## config.mk

```make
export PLATFORM = sky130hd
export DESIGN_NAME = kugelblitz_byte_capture
export DESIGN_NICKNAME = d
export VERILOG_FILES = /design/src/rtl/kugelblitz_byte_capture.sv
export SDC_FILE = /design/constraint.sdc
export NUM_CORES = 1
export LEC_CHECK = 0
export CAP_MARGIN = 20
export CORE_AREA = 8 8 279 281
export DETAILED_ROUTE_END_ITERATION = 10
export DIE_AREA = 0 0 287 289
export PLACE_DENSITY = 0.5
export SYNTH_ARGS = -nofsm -noshare
export SYNTH_HDL_FRONTEND = slang
export SYNTH_SLANG_ARGS = --single-unit
```

## constraint.sdc

```tcl
create_clock -name clk -period 3.8 [get_ports clk]
set_clock_uncertainty 0.2 [all_clocks]
set_input_delay 0.76 -clock clk [delete_from_list [all_inputs] [get_ports clk]]
set_output_delay 0.76 -clock clk [all_outputs]
set_load 0.01 [all_outputs]
```

## src/rtl/kugelblitz_byte_capture.sv

```systemverilog
// Passive tap on a 512-bit AXI-stream: captures one software-selected frame byte
// and exposes it, together with frame and miss statistics, over AXI-lite.
module kugelblitz_byte_capture #(
    parameter int AXIS_DATA_WIDTH = 512,
    parameter int AXIS_KEEP_WIDTH = AXIS_DATA_WIDTH / 8,
    parameter int AXIL_DATA_WIDTH = 32,
    parameter int AXIL_ADDR_WIDTH = 32,
    parameter int AXIL_STRB_WIDTH = AXIL_DATA_WIDTH / 8
) (
    input  logic                       clk,
    input  logic                       rst_n,

    input  logic [AXIL_ADDR_WIDTH-1:0] s_axil_awaddr,
    input  logic [2:0]                 s_axil_awprot,
    input  logic                       s_axil_awvalid,
    output logic                       s_axil_awready,
    input  logic [AXIL_DATA_WIDTH-1:0] s_axil_wdata,
    input  logic [AXIL_STRB_WIDTH-1:0] s_axil_wstrb,
    input  logic                       s_axil_wvalid,
    output logic                       s_axil_wready,
    output logic [1:0]                 s_axil_bresp,
    output logic                       s_axil_bvalid,
    input  logic                       s_axil_bready,

    input  logic [AXIL_ADDR_WIDTH-1:0] s_axil_araddr,
    input  logic [2:0]                 s_axil_arprot,
    input  logic                       s_axil_arvalid,
    output logic                       s_axil_arready,
    output logic [AXIL_DATA_WIDTH-1:0] s_axil_rdata,
    output logic [1:0]                 s_axil_rresp,
    output logic                       s_axil_rvalid,
    input  logic                       s_axil_rready,

    input  logic [AXIS_DATA_WIDTH-1:0] mon_axis_tdata,
    input  logic [AXIS_KEEP_WIDTH-1:0] mon_axis_tkeep,
    input  logic                       mon_axis_tvalid,
    input  logic                       mon_axis_tready,
    input  logic                       mon_axis_tlast
);

    if (AXIS_DATA_WIDTH != 512) begin : g_bad_width
        $error("kugelblitz_byte_capture: AXIS_DATA_WIDTH must be 512");
    end

    typedef enum logic [1:0] {
        ST_IDLE     = 2'd0,
        ST_WAIT_SOF = 2'd1,
        ST_SEEK     = 2'd2,
        ST_DONE     = 2'd3
    } state_t;

    state_t      state_q, state_d;
    logic        sof_q, sof_d;
    logic [9:0]  beat_idx_q, beat_idx_d;
    logic [15:0] offset_q, offset_d;
    logic [7:0]  cap_byte_q, cap_byte_d;
    logic [15:0] cap_frame_q, cap_frame_d;
    logic [31:0] frame_count_q, frame_count_d;
    logic [31:0] miss_count_q, miss_count_d;
    logic        awready_q, awready_d;
    logic        bvalid_q, bvalid_d;
    logic        arready_q, arready_d;
    logic        rvalid_q, rvalid_d;
    logic [31:0] rdata_q, rdata_d;

    logic        beat_acc_s;
    logic [9:0]  cur_idx_s;
    logic [9:0]  tgt_beat_s;
    logic [5:0]  tgt_lane_s;
    logic [7:0]  lane_byte_s;
    logic        lane_keep_s;
    logic        seek_en_s;
    logic        eval_s;
    logic        hit_s;
    logic        miss_s;
    logic        wr_hs_s;
    logic [2:0]  wr_sel_s;
    logic        ctrl_wr_s;
    logic        off_wr_s;
    logic        rd_hs_s;
    logic [2:0]  rd_sel_s;
    logic        busy_s;
    logic        done_s;
    logic        unused_ok_s;

    assign beat_acc_s  = mon_axis_tvalid & mon_axis_tready;
    // The beat index register holds the count for the beat after an SOF only once sof drops.
    assign cur_idx_s   = sof_q ? 10'd0 : beat_idx_q;
    assign tgt_beat_s  = offset_q[15:6];
    assign tgt_lane_s  = offset_q[5:0];
    assign lane_byte_s = mon_axis_tdata[{tgt_lane_s, 3'b000} +: 8];
    assign lane_keep_s = mon_axis_tkeep[tgt_lane_s];
    assign seek_en_s   = (state_q == ST_SEEK) || ((state_q == ST_WAIT_SOF) && sof_q);
    assign eval_s      = beat_acc_s & seek_en_s;
    assign hit_s       = eval_s && (cur_idx_s == tgt_beat_s) && lane_keep_s;
    assign miss_s      = eval_s && mon_axis_tlast && !hit_s;

    assign wr_hs_s   = awready_q & s_axil_awvalid & s_axil_wvalid;
    assign wr_sel_s  = s_axil_awaddr[4:2];
    assign ctrl_wr_s = wr_hs_s && (wr_sel_s == 3'd0) && s_axil_wstrb[0];
    assign off_wr_s  = wr_hs_s && (wr_sel_s == 3'd1);
    assign rd_hs_s   = arready_q & s_axil_arvalid;
    assign rd_sel_s  = s_axil_araddr[4:2];

    assign busy_s = (state_q == ST_WAIT_SOF) || (state_q == ST_SEEK);
    assign done_s = (state_q == ST_DONE);

    assign s_axil_awready = awready_q;
    assign s_axil_wready  = awready_q;
    assign s_axil_bresp   = 2'b00;
    assign s_axil_bvalid  = bvalid_q;
    assign s_axil_arready = arready_q;
    assign s_axil_rdata   = rdata_q;
    assign s_axil_rresp   = 2'b00;
    assign s_axil_rvalid  = rvalid_q;

    assign unused_ok_s = ^{s_axil_awprot, s_axil_arprot,
                           s_axil_awaddr[AXIL_ADDR_WIDTH-1:5], s_axil_awaddr[1:0],
                           s_axil_araddr[AXIL_ADDR_WIDTH-1:5], s_axil_araddr[1:0],
                           s_axil_wdata[AXIL_DATA_WIDTH-1:16],
                           s_axil_wstrb[AXIL_STRB_WIDTH-1:2]};

    // Frame position tracking: sof flag and saturating beat index.
    always_comb begin
        sof_d      = sof_q;
        beat_idx_d = beat_idx_q;
        if (beat_acc_s) begin
            sof_d      = mon_axis_tlast;
            beat_idx_d = (cur_idx_s == 10'd1023) ? 10'd1023 : (cur_idx_s + 10'd1);
        end else begin
            sof_d      = sof_q;
            beat_idx_d = beat_idx_q;
        end
    end

    // Capture FSM; a CTRL write overrides whatever the stream would have done.
    always_comb begin
        state_d = state_q;
        case (state_q)
            ST_IDLE: begin
                state_d = ST_IDLE;
            end
            ST_WAIT_SOF, ST_SEEK: begin
                if (hit_s) begin
                    state_d = ST_DONE;
                end else if (miss_s) begin
                    state_d = ST_WAIT_SOF;
                end else if (eval_s) begin
                    state_d = ST_SEEK;
                end else begin
                    state_d = state_q;
                end
            end
            ST_DONE: begin
                state_d = ST_DONE;
            end
            default: begin
                state_d = ST_IDLE;
            end
        endcase
        if (ctrl_wr_s) begin
            state_d = s_axil_wdata[0] ? ST_WAIT_SOF : ST_IDLE;
        end else begin
            state_d = state_d;
        end
    end

    // Capture registers, statistics counters and the programmable offset.
    always_comb begin
        cap_byte_d    = cap_byte_q;
        cap_frame_d   = cap_frame_q;
        frame_count_d = frame_count_q;
        miss_count_d  = miss_count_q;
        offset_d      = offset_q;
        if (hit_s && !ctrl_wr_s) begin
            cap_byte_d  = lane_byte_s;
            cap_frame_d = frame_count_q[15:0];
        end else begin
            cap_byte_d  = cap_byte_q;
            cap_frame_d = cap_frame_q;
        end
        if (beat_acc_s && mon_axis_tlast) begin
            frame_count_d = frame_count_q + 32'd1;
        end else begin
            frame_count_d = frame_count_q;
        end
        if (miss_s) begin
            miss_count_d = miss_count_q + 32'd1;
        end else begin
            miss_count_d = miss_count_q;
        end
        if (off_wr_s) begin
            offset_d[7:0]  = s_axil_wstrb[0] ? s_axil_wdata[7:0]  : offset_q[7:0];
            offset_d[15:8] = s_axil_wstrb[1] ? s_axil_wdata[15:8] : offset_q[15:8];
        end else begin
            offset_d = offset_q;
        end
    end

    // AXI-lite handshakes: single outstanding write and read.
    always_comb begin
        awready_d = s_axil_awvalid & s_axil_wvalid & ~bvalid_q & ~awready_q;
        arready_d = s_axil_arvalid & ~rvalid_q & ~arready_q;
        if (wr_hs_s) begin
            bvalid_d = 1'b1;
        end else if (bvalid_q && s_axil_bready) begin
            bvalid_d = 1'b0;
        end else begin
            bvalid_d = bvalid_q;
        end
        if (rd_hs_s) begin
            rvalid_d = 1'b1;
        end else if (rvalid_q && s_axil_rready) begin
            rvalid_d = 1'b0;
        end else begin
            rvalid_d = rvalid_q;
        end
    end

    // Read data mux, sampled from current state in the ar handshake cycle.
    always_comb begin
        rdata_d = rdata_q;
        if (rd_hs_s) begin
            case (rd_sel_s)
                3'd0:    rdata_d = {31'd0, busy_s};
                3'd1:    rdata_d = {16'd0, offset_q};
                3'd2:    rdata_d = {30'd0, busy_s, done_s};
                3'd3:    rdata_d = {8'd0, cap_frame_q, cap_byte_q};
                3'd4:    rdata_d = frame_count_q;
                3'd5:    rdata_d = miss_count_q;
                default: rdata_d = 32'd0;
            endcase
        end else begin
            rdata_d = rdata_q;
        end
    end

    // State registers.
    always_ff @(posedge clk or negedge rst_n) begin
        if (!rst_n) begin
            state_q       <= ST_IDLE;
            sof_q         <= 1'b1;
            beat_idx_q    <= 10'd0;
            offset_q      <= 16'd0;
            cap_byte_q    <= 8'd0;
            cap_frame_q   <= 16'd0;
            frame_count_q <= 32'd0;
            miss_count_q  <= 32'd0;
            awready_q     <= 1'b0;
            bvalid_q      <= 1'b0;
            arready_q     <= 1'b0;
            rvalid_q      <= 1'b0;
            rdata_q       <= 32'd0;
        end else begin
            state_q       <= state_d;
            sof_q         <= sof_d;
            beat_idx_q    <= beat_idx_d;
            offset_q      <= offset_d;
            cap_byte_q    <= cap_byte_d;
            cap_frame_q   <= cap_frame_d;
            frame_count_q <= frame_count_d;
            miss_count_q  <= miss_count_d;
            awready_q     <= awready_d;
            bvalid_q      <= bvalid_d;
            arready_q     <= arready_d;
            rvalid_q      <= rvalid_d;
            rdata_q       <= rdata_d;
        end
    end

endmodule
```

**Yosys cells after proc, flatten, opt, wreduce, memory -nomap -nowiden**

Cells that the tools add are included.

- Bitwise gates (word level): 14
- Reductions and logical operators: 24
- Multiply operators: 0
- Order comparisons: 1
- Equal/unequal tests: 12
- Mux-type cells: 15
- $add $sub $neg: 3
- Divide/modulo/power cells: 0
- Shift operators: 1

Operators by type and width:

| cell | count |
|---|---|
| 512-bit by 10-bit indexed part select with 8-bit output | 1 |
| 32-bit one-hot mux with 6 select lines | 1 |
| 32-bit by 1-bit adder with 32-bit output (second input constant) | 2 |
| 10-bit 2-to-1 mux | 2 |
| 1-bit logical AND | 12 |
| 10-bit by 1-bit adder with 10-bit output (second input constant) | 1 |
| 1-bit AND | 10 |
| 10-bit equality test | 1 |
| 10-bit equality test (second input constant) | 1 |
| 2-bit 2-to-1 mux | 4 |
| 6-bit by 7-bit < comparator with 1-bit output (second input constant) | 1 |
| 1-bit binary-select mux with 6-bit select | 1 |
| 3-bit by 1-bit equality test with 1-bit output (second input constant) | 2 |
| 3-bit by 2-bit equality test with 1-bit output (second input constant) | 2 |
| 3-bit equality test (second input constant) | 2 |
| 3-bit logical NOT | 2 |
| 1-bit 2-to-1 mux | 6 |
| 2-bit one-hot mux with 3 select lines | 1 |
| 5-bit != test (second input constant) | 1 |
| 2-bit equality test (second input constant) | 2 |
| 1-bit NOT | 4 |
| 2-bit AND reduction | 2 |
| 2-bit nonzero test | 2 |
| 2-bit by 1-bit equality test with 1-bit output (second input constant) | 1 |
| other kinds (4) | 6 |

- Memories kept: 0
- Logic and storage cells: 84
- Output and inout port bits: 41
- Bits of input ports: 692
- Bits in writable memories: 0
- Bits in latches: 0
- Register bits after elaboration: 153
- Memory bits (read-only): 0

**Depth between registers and ports, before layout**

Gate-level depths: netlist of the first run.

- Depth in word-level cells: 12
- Mapped depth: 11
- Mapped depth without buffers: 9

**Least setup slack after synthesis of the first run**

No wires, ideal clock.

- Kind: reg-to-reg
- From: reg offset_q[1]
- To: reg cap_byte_q[3]
- Arrival time: 2.696 ns
- Path slack: 0.780 ns
- Setup time: 0.125 ns
- Clock period less this slack: 3.020 ns
- Required time: 3.475 ns
- Cell stages (with the launch flop): 9
- Cells stage by stage: dfrtp_1 > clkbuf_1 > buf_2 > buf_4 > buf_1 > mux4_2 > mux4_2 > mux4_2 > mux2_2

- Longest elaborated chain between the ends: 4
- Elaborated cells on any way between the ends: 5
- Those cells by class: shift: 1; mux: 2; reduce/logical: 2

RTL lines:

| what | RTL line | source |
|---|---|---|
| start, declared | 55 | `logic [15:0] offset_q, offset_d;` |
| start signal, assigned | 258 | `offset_q <= offset_d;` |
| branches (longest 4 deep; another with 512-bit by 10-bit indexed part select with 8-bit output) | n/a |  |
| end signal, assigned | 259 | `cap_byte_q <= cap_byte_d;` |
| end, declared | 56 | `logic [7:0] cap_byte_q, cap_byte_d;` |

Parallel ways; which one is timed is not known. The select of a mux whose other input is x is not followed.
A chain may end at the register's enable or synchronous reset.

**Final worst setup path of the first run**

- From: reg offset_q[0]
- To: reg cap_frame_q[14]

- Longest elaborated chain between the ends: 4

RTL lines:

| what | RTL line | source |
|---|---|---|
| 1-bit binary-select mux with 6-bit select | 92 | `assign lane_keep_s = mon_axis_tkeep[tgt_lane_s];` |
| 1-bit 2-to-1 mux (not written as such) | 92 |  |
| 1-bit logical AND | 95 | `assign hit_s = eval_s && (cur_idx_s == tgt_beat_s) && lane_keep_s;` |
| 1-bit logical AND | 175 | `if (hit_s && !ctrl_wr_s) begin` |
| end signal, assigned | 260 | `cap_frame_q <= cap_frame_d;` |
| end, declared | 57 | `logic [15:0] cap_frame_q, cap_frame_d;` |

No other way between the ends. The select of a mux whose other input is x is not followed.

==> metrics.cfg, run 1 <==
[die]
die_w_um=287
placeableCoreArea_um2=73600
die_y_um=289
die_area_um2=82900
core.rowCount=100
start_util_pct=16.4
pin_count=733

[clock_tree]
cts_made_buffers=17
htree_num_levels=4
clkTransAtPathRegs_ns=0.06
cts.sink_count=153
clock-root-buffer=clkbuf_16
insertion_delay_ns=0.44
cts_max_path_buffers=2
cts-resized-gates=0
hold_buffers=0
cts_tree=yes
post_cts.repair.setup_buffers=0

[power]
p_leak_nw=7.43
netSwitchingPower_mw=1.56
pwr-share-clk_pct=31.9
seqPwrFrac_pct=34.3
ir_drop_mv=0.369
powerDensity_nw_per_um2=264
pwr-share-comb_pct=33.8
switching_share_pct=28.9
internal_power_mw=3.83
finalPower_mw=5.39

[synth]
synthAdderAreaFrac_pct=0.727
yosysWarningCount=0
async_reset_ff_share_pct=100
seq_area_frac_synth_pct=31.8
synth-compound-area-share_pct=7.31
ys.flop_type=dfrtp_1
ys_top_cells_by_area=mux4_2 33%, dfrtp_1 32%, mux2i_1 4.3%
ys_ff_latch=153
synthCells=976
synth_top_family_by_area=multiplexers
synth_edf_count=0
synth_commonest_cells=174 x mux4_2, 152 x dfrtp_1, 83 x nand2_1
synth-xor-area-share_pct=4.94
synth.most_common_cell=mux4_2
synth_cell_types=49
synth_simple_gate_area_share_pct=10.7
netlist_area_um2=12000
synth.avg_cell_area_um2=12.3
synth_mux_area_share_pct=40.7
synth_top_area_share_pct=32.5
synth_top_cell_by_area=mux4_2

[sta]
rsz0062_at_grt=false
max_slew_margin_pct=50.1
post-route-min-period_ns=3.54
post-route-period-util_pct=93.3
setup_violations=0
worst_slew_pin_slew_ns=0.749
final_hold_viol_count=0
report.final.slew_viol_count=0
setup-tns-final_ns=0
fin_ws_ns=0.255
fmax_ghz=0.282

[worst_setup_path]
crit_top_cell=mux4_2
worst_ep_required_time_ns=3.92
worstSetupPathType=register to register
worstSetupStartpoint=offset_q[0]
end_kind=register
crit-reg2reg-launch=offset_q[0]
critPathLaunchType=register
crit_path_top_delay_cell=dfrtp_4
path_max_fanout=28
worstPathCellList=buf_4, mux4_2, mux4_2, nand2_1, nand4_1, nand4b_1, buf_12, mux2_2
slowest_delay_ns=0.78
cp.arrival_ns=3.66

[placed_design]
dpl_worst_slack_ns=0.107
port_buffers=646
hpwlAfterDp_mm=60.9
gp_congestion=0.879

[drt]
dr.pass1.iters=5
routedWlPerCell_um=26.8
dr_wl_met2_mm=37.5
vias_per_cell=4.41
routed_wl_mm=69.6
wl_met1_mm=25.6
drtIter0Drc=631
drc_errors=0
vias=11500
route.top_layer_used=met5
route.antenna.remaining_nets=0
met3_wirelength_mm=4.57

[finish]
num-nets-final=2308
synthToLayoutAreaGrowth_pct=69.1
drive_above_1_share_pct=18.6
post-route-util_pct=27.7

[global_routing]
grt_overflow=0
grt_max_degree=65
grt_pass1_vias=12900
grt_use_total_pct=16.1
antenna_found_initial=21
grt_pass1_wl_mm=96.2

[hold_path]
min_path_type=input pin to asynchronous set/reset pin

[outcome]
outcome=finished clean

[flow_run]
max-cap-violations=0

worst paths after layout:
check	slack, ns	endpoint	depth (start not counted)
max	0.26	cap_frame_q[14]	8
min	0.12	beat_idx_q[5]	1
max reg2reg	0.26	cap_frame_q[14]	8
min reg2reg	0.27	s_axil_awready	1
max in group asynchronous	2.53	s_axil_rdata[16]	2
min in group clk	0.27	s_axil_awready	1
worst max-delay path: cells and delay by family, from the launching register on:
family	cells	cell delay (ns)
buffers and inverters	2	0.48
DFF	1	0.78
muxes	3	1.34
and+or+nand+nor	3	0.58
sequential cells by signal, indices dropped and copies added, names as in the netlist:
signal and flops:
s_axil_rdata 32, s_axil_rvalid 1, s_axil_arready 1, s_axil_awready 1, frame_count_q 32, s_axil_bvalid 1, cap_frame_q 16, offset_q 16
cap_byte_q 8, beat_idx_q 10, sof_q 1, state_q 2, miss_count_q 32
cell usage in the layout, fill, tap and decap left out, drive strengths merged, types with 41 or more instances in the layout:
cell / n
clkdlybuf4s50: 644
mux4: 174
dfrtp: 152
nand2: 83
xnor2: 56
mux2i: 52
buf: 48
nor2: 41
o21ai: 41
mux2: 41
power groups by stage:
stage,combinational (mW),clock (mW),sequential [mW]
final,1.82,1.72,1.85
after global routing,1.94,1.84,1.86
after detailed placement,1.85,0,1.88
after floorplan,0.805,0,1.79
after CTS,1.86,1.76,1.85
after global placement,1.84,0,1.88
cells by family after synthesis:
family / Yosys count
DFF: 153
muxes: 267
xor gates and xnor gates: 68
adders and majority gates: 7
other: 1
AOI/OAI and AO/OA: 132
buffers and inverters: 91
and+or+nand+nor: 257
metal layers:
layer	vias to the layer above	track usage (%)
met5	-	0
met4	2	6.21
met3	69	4.52
met2	496	29.7
met1	5757	17.4
li1	5135	-
metrics by stage:
step	hold WS, ns	cell area, um2	instances
after floorplan	0.245	12100	979
after global placement	0.250	19800	2559
after detailed placement	0.251	19800	2559
after CTS	0.127	20400	2591
after global routing	0.150	20400	2598
final	0.118	20400	2598
area by class of cell:
cell class                      instances  area [um2]
Clock inverter                         12         139
Clock buffer                           20         457
Fill cell                            7638       53200
Multi-Input combinational cell        735        7770
Timing Repair Buffer                  692        6900
Tap cell                              969        1210
Antenna cell                            7        17.5
Sequential cell                       153        3840
Inverter                               10        37.5
No activity file was read; power rests on OpenSTA's default activity.
==> run 2: changes to the inputs <==
SETUP_SLACK_MARGIN = 0.1   (was not set)
==> run 2 against run 1 <==
Effect of this change: design area increased by 0.11%; sequential share of layout area is essentially flat; critical endpoint unchanged; worst hold slack about the same; critical path type unchanged; wire length rose by 0.66%.
==> metrics.cfg, run 2 (synthesis gave the netlist of run 1 again) <==
[sta]
setup-tns-final_ns=0  ; unchanged
worst_slew_pin_slew_ns=0.728  ; was 0.749 ns
rsz0062_at_grt=false  ; unchanged
report.final.slew_viol_count=0  ; unchanged
hold_ws_ns=0.118  ; about the same
fin_ws_ns=0.387  ; was 0.255 ns
fmax_ghz=0.293  ; was 0.282 GHz
post-route-min-period_ns=3.41  ; was 3.54 ns
max_slew_margin_pct=51.4  ; was 50.1%
final_hold_viol_count=0  ; unchanged
setup_violations=0  ; unchanged
post-route-period-util_pct=89.8  ; was 93.3%

[clock_tree]
cts_made_buffers=17  ; unchanged
clkTransAtPathRegs_ns=0.06  ; about the same
cts_max_path_buffers=2  ; unchanged
cts.sink_count=153  ; unchanged
clock-root-buffer=clkbuf_16  ; unchanged
insertion_delay_ns=0.44  ; about the same
cts_tree=yes  ; unchanged
htree_num_levels=4  ; unchanged
cts-resized-gates=0  ; unchanged

[worst_setup_path]
crit_family=multiplexers  ; unchanged
end_kind=register  ; unchanged
r2r_slack_ns=0.39  ; was 0.26 ns
crit_path_top_delay_cell=dfrtp_4  ; unchanged
path_max_fanout=24  ; was 28
path_buf_inv=2  ; unchanged
cp.depth=8  ; unchanged
crit-reg2reg-launch=offset_q[0]  ; unchanged
ff2ff_path_depth=8  ; unchanged
cp.arrival_ns=3.53  ; was 3.66 ns
worstPathCellList=buf_4, mux4_2, mux4_2, nand2_1, nand4_1, nand4b_1, buf_12, mux2_2  ; unchanged
reg2reg_to=cap_frame_q[14]  ; unchanged
worstSetupPathType=register to register  ; unchanged
slowest_delay_ns=0.67  ; was 0.78 ns
crit_top_cell=mux4_2  ; unchanged
critPathLaunchType=register  ; unchanged
worst_ep_required_time_ns=3.92  ; about the same

[power]
finalPower_mw=5.40  ; was 5.39 mW
pwr-share-comb_pct=33.9  ; was 33.8%
powerDensity_nw_per_um2=265  ; was 264 nW/um2
ir_drop_mv=0.370  ; was 0.369 mV
switching_share_pct=29.0  ; was 28.9%
pwr-share-clk_pct=31.9  ; about the same
p_leak_nw=7.43  ; about the same
seqPwrFrac_pct=34.2  ; was 34.3%
netSwitchingPower_mw=1.56  ; about the same
internal_power_mw=3.83  ; about the same

[drt]
vias=11500  ; about the same
vias_per_cell=4.43  ; was 4.41
routedWlPerCell_um=26.9  ; was 26.8 um
dr.pass1.iters=5  ; unchanged
drtIter0Drc=633  ; was 631
route.antenna.remaining_nets=0  ; unchanged
drc_errors=0  ; unchanged
routed_wl_mm=70.0  ; was 69.6 mm

[placed_design]
port_buffers=646  ; unchanged
dp_cells=2559  ; unchanged
dpl_worst_slack_ns=0.107  ; unchanged
placed_cell_area_um2=19800  ; unchanged
gp_congestion=0.879  ; unchanged
hpwlAfterDp_mm=60.9  ; unchanged

[die]
core.rowCount=100  ; unchanged
start_util_pct=16.4  ; unchanged
placeableCoreArea_um2=73600  ; unchanged
die_w_um=287  ; unchanged
die_y_um=289  ; unchanged
pin_count=733  ; unchanged
die_area_um2=82900  ; unchanged

[finish]
num-nets-final=2309  ; was 2308
final_cell_mix=644 x clkdlybuf4s50_1, 174 x mux4_2, 148 x dfrtp_1  ; unchanged
drive_above_1_share_pct=18.6  ; about the same
synthToLayoutAreaGrowth_pct=69.3  ; was 69.1%
fin_cells=2600  ; was 2598
final_common_cell=clkdlybuf4s50_1  ; unchanged
post-route-util_pct=27.7  ; about the same
final_area_um2=20400  ; about the same

[global_routing]
grt_max_degree=65  ; unchanged
grt_overflow=0  ; unchanged
antenna_found_initial=22  ; was 21
grt_pass1_vias=12900  ; unchanged
grt_pass1_wl_mm=96.2  ; unchanged
grt_use_total_pct=16.1  ; unchanged

[outcome]
outcome=finished clean  ; unchanged

[hold_path]
min_path_type=input pin to asynchronous set/reset pin  ; unchanged

[flow_run]
max-cap-violations=0  ; unchanged

## run 2: how the worst max path moves through the flow
stage	slack (ns)	startpoint	to
floorplan	0.78	offset_q[1]	cap_byte_q[3]
global placement	0.15	mon_axis_tkeep[22]	miss_count_q[1]
detailed placement	0.11	mon_axis_tkeep[22]	cap_frame_q[8]
CTS	0.17	offset_q[0]	cap_frame_q[14]
global route	0.24	offset_q[0]	cap_frame_q[14]
finish	0.39	offset_q[0]	cap_frame_q[14]
## run 2: power groups by stage
stage                     Sequential, mW  Clock (mW)  Combinational, mW
after global routing                1.86        1.84               1.95
after global placement              1.88           0               1.84
after CTS                           1.85        1.76               1.86
after detailed placement            1.88           0               1.85
after floorplan                     1.79           0              0.805
final                               1.84        1.72               1.83
## run 2: what timing repair did
| item | CTS | global route |
|---|---|---|
| setup endpoints to repair | 0 | 14 |
| buffers inserted | 0 | 1 |
| hold buffers | 0 | 0 |
## run 2: area by class of cell
cell class | instances | area (um2)
Timing Repair Buffer | 693 | 6920
Fill cell | 7632 | 53200
Clock inverter | 12 | 139
Inverter | 10 | 37.5
Antenna cell | 8 | 20.0
Sequential cell | 153 | 3840
Clock buffer | 20 | 457
Multi-Input combinational cell | 735 | 7770
Tap cell | 969 | 1210
## run 2: worst reg2reg max path: stages (launching register included)
cell and delay, ns:
dfrtp_4 0.67, buf_4 0.26, mux4_2 0.51, mux4_2 0.47, nand2_1 0.09, nand4_1 0.24, nand4b_1 0.27, buf_12 0.21
mux2_2 0.38
## run 2: layer usage
metal	wire length (um)	track usage [%]	part of all wire, %	vias up
met5	13	0	0.019	-
met4	1900	6.21	2.7	2
met3	4750	4.52	6.8	65
met2	37600	29.7	54	520
met1	25700	17.4	37	5784
li1	-	-	-	5138
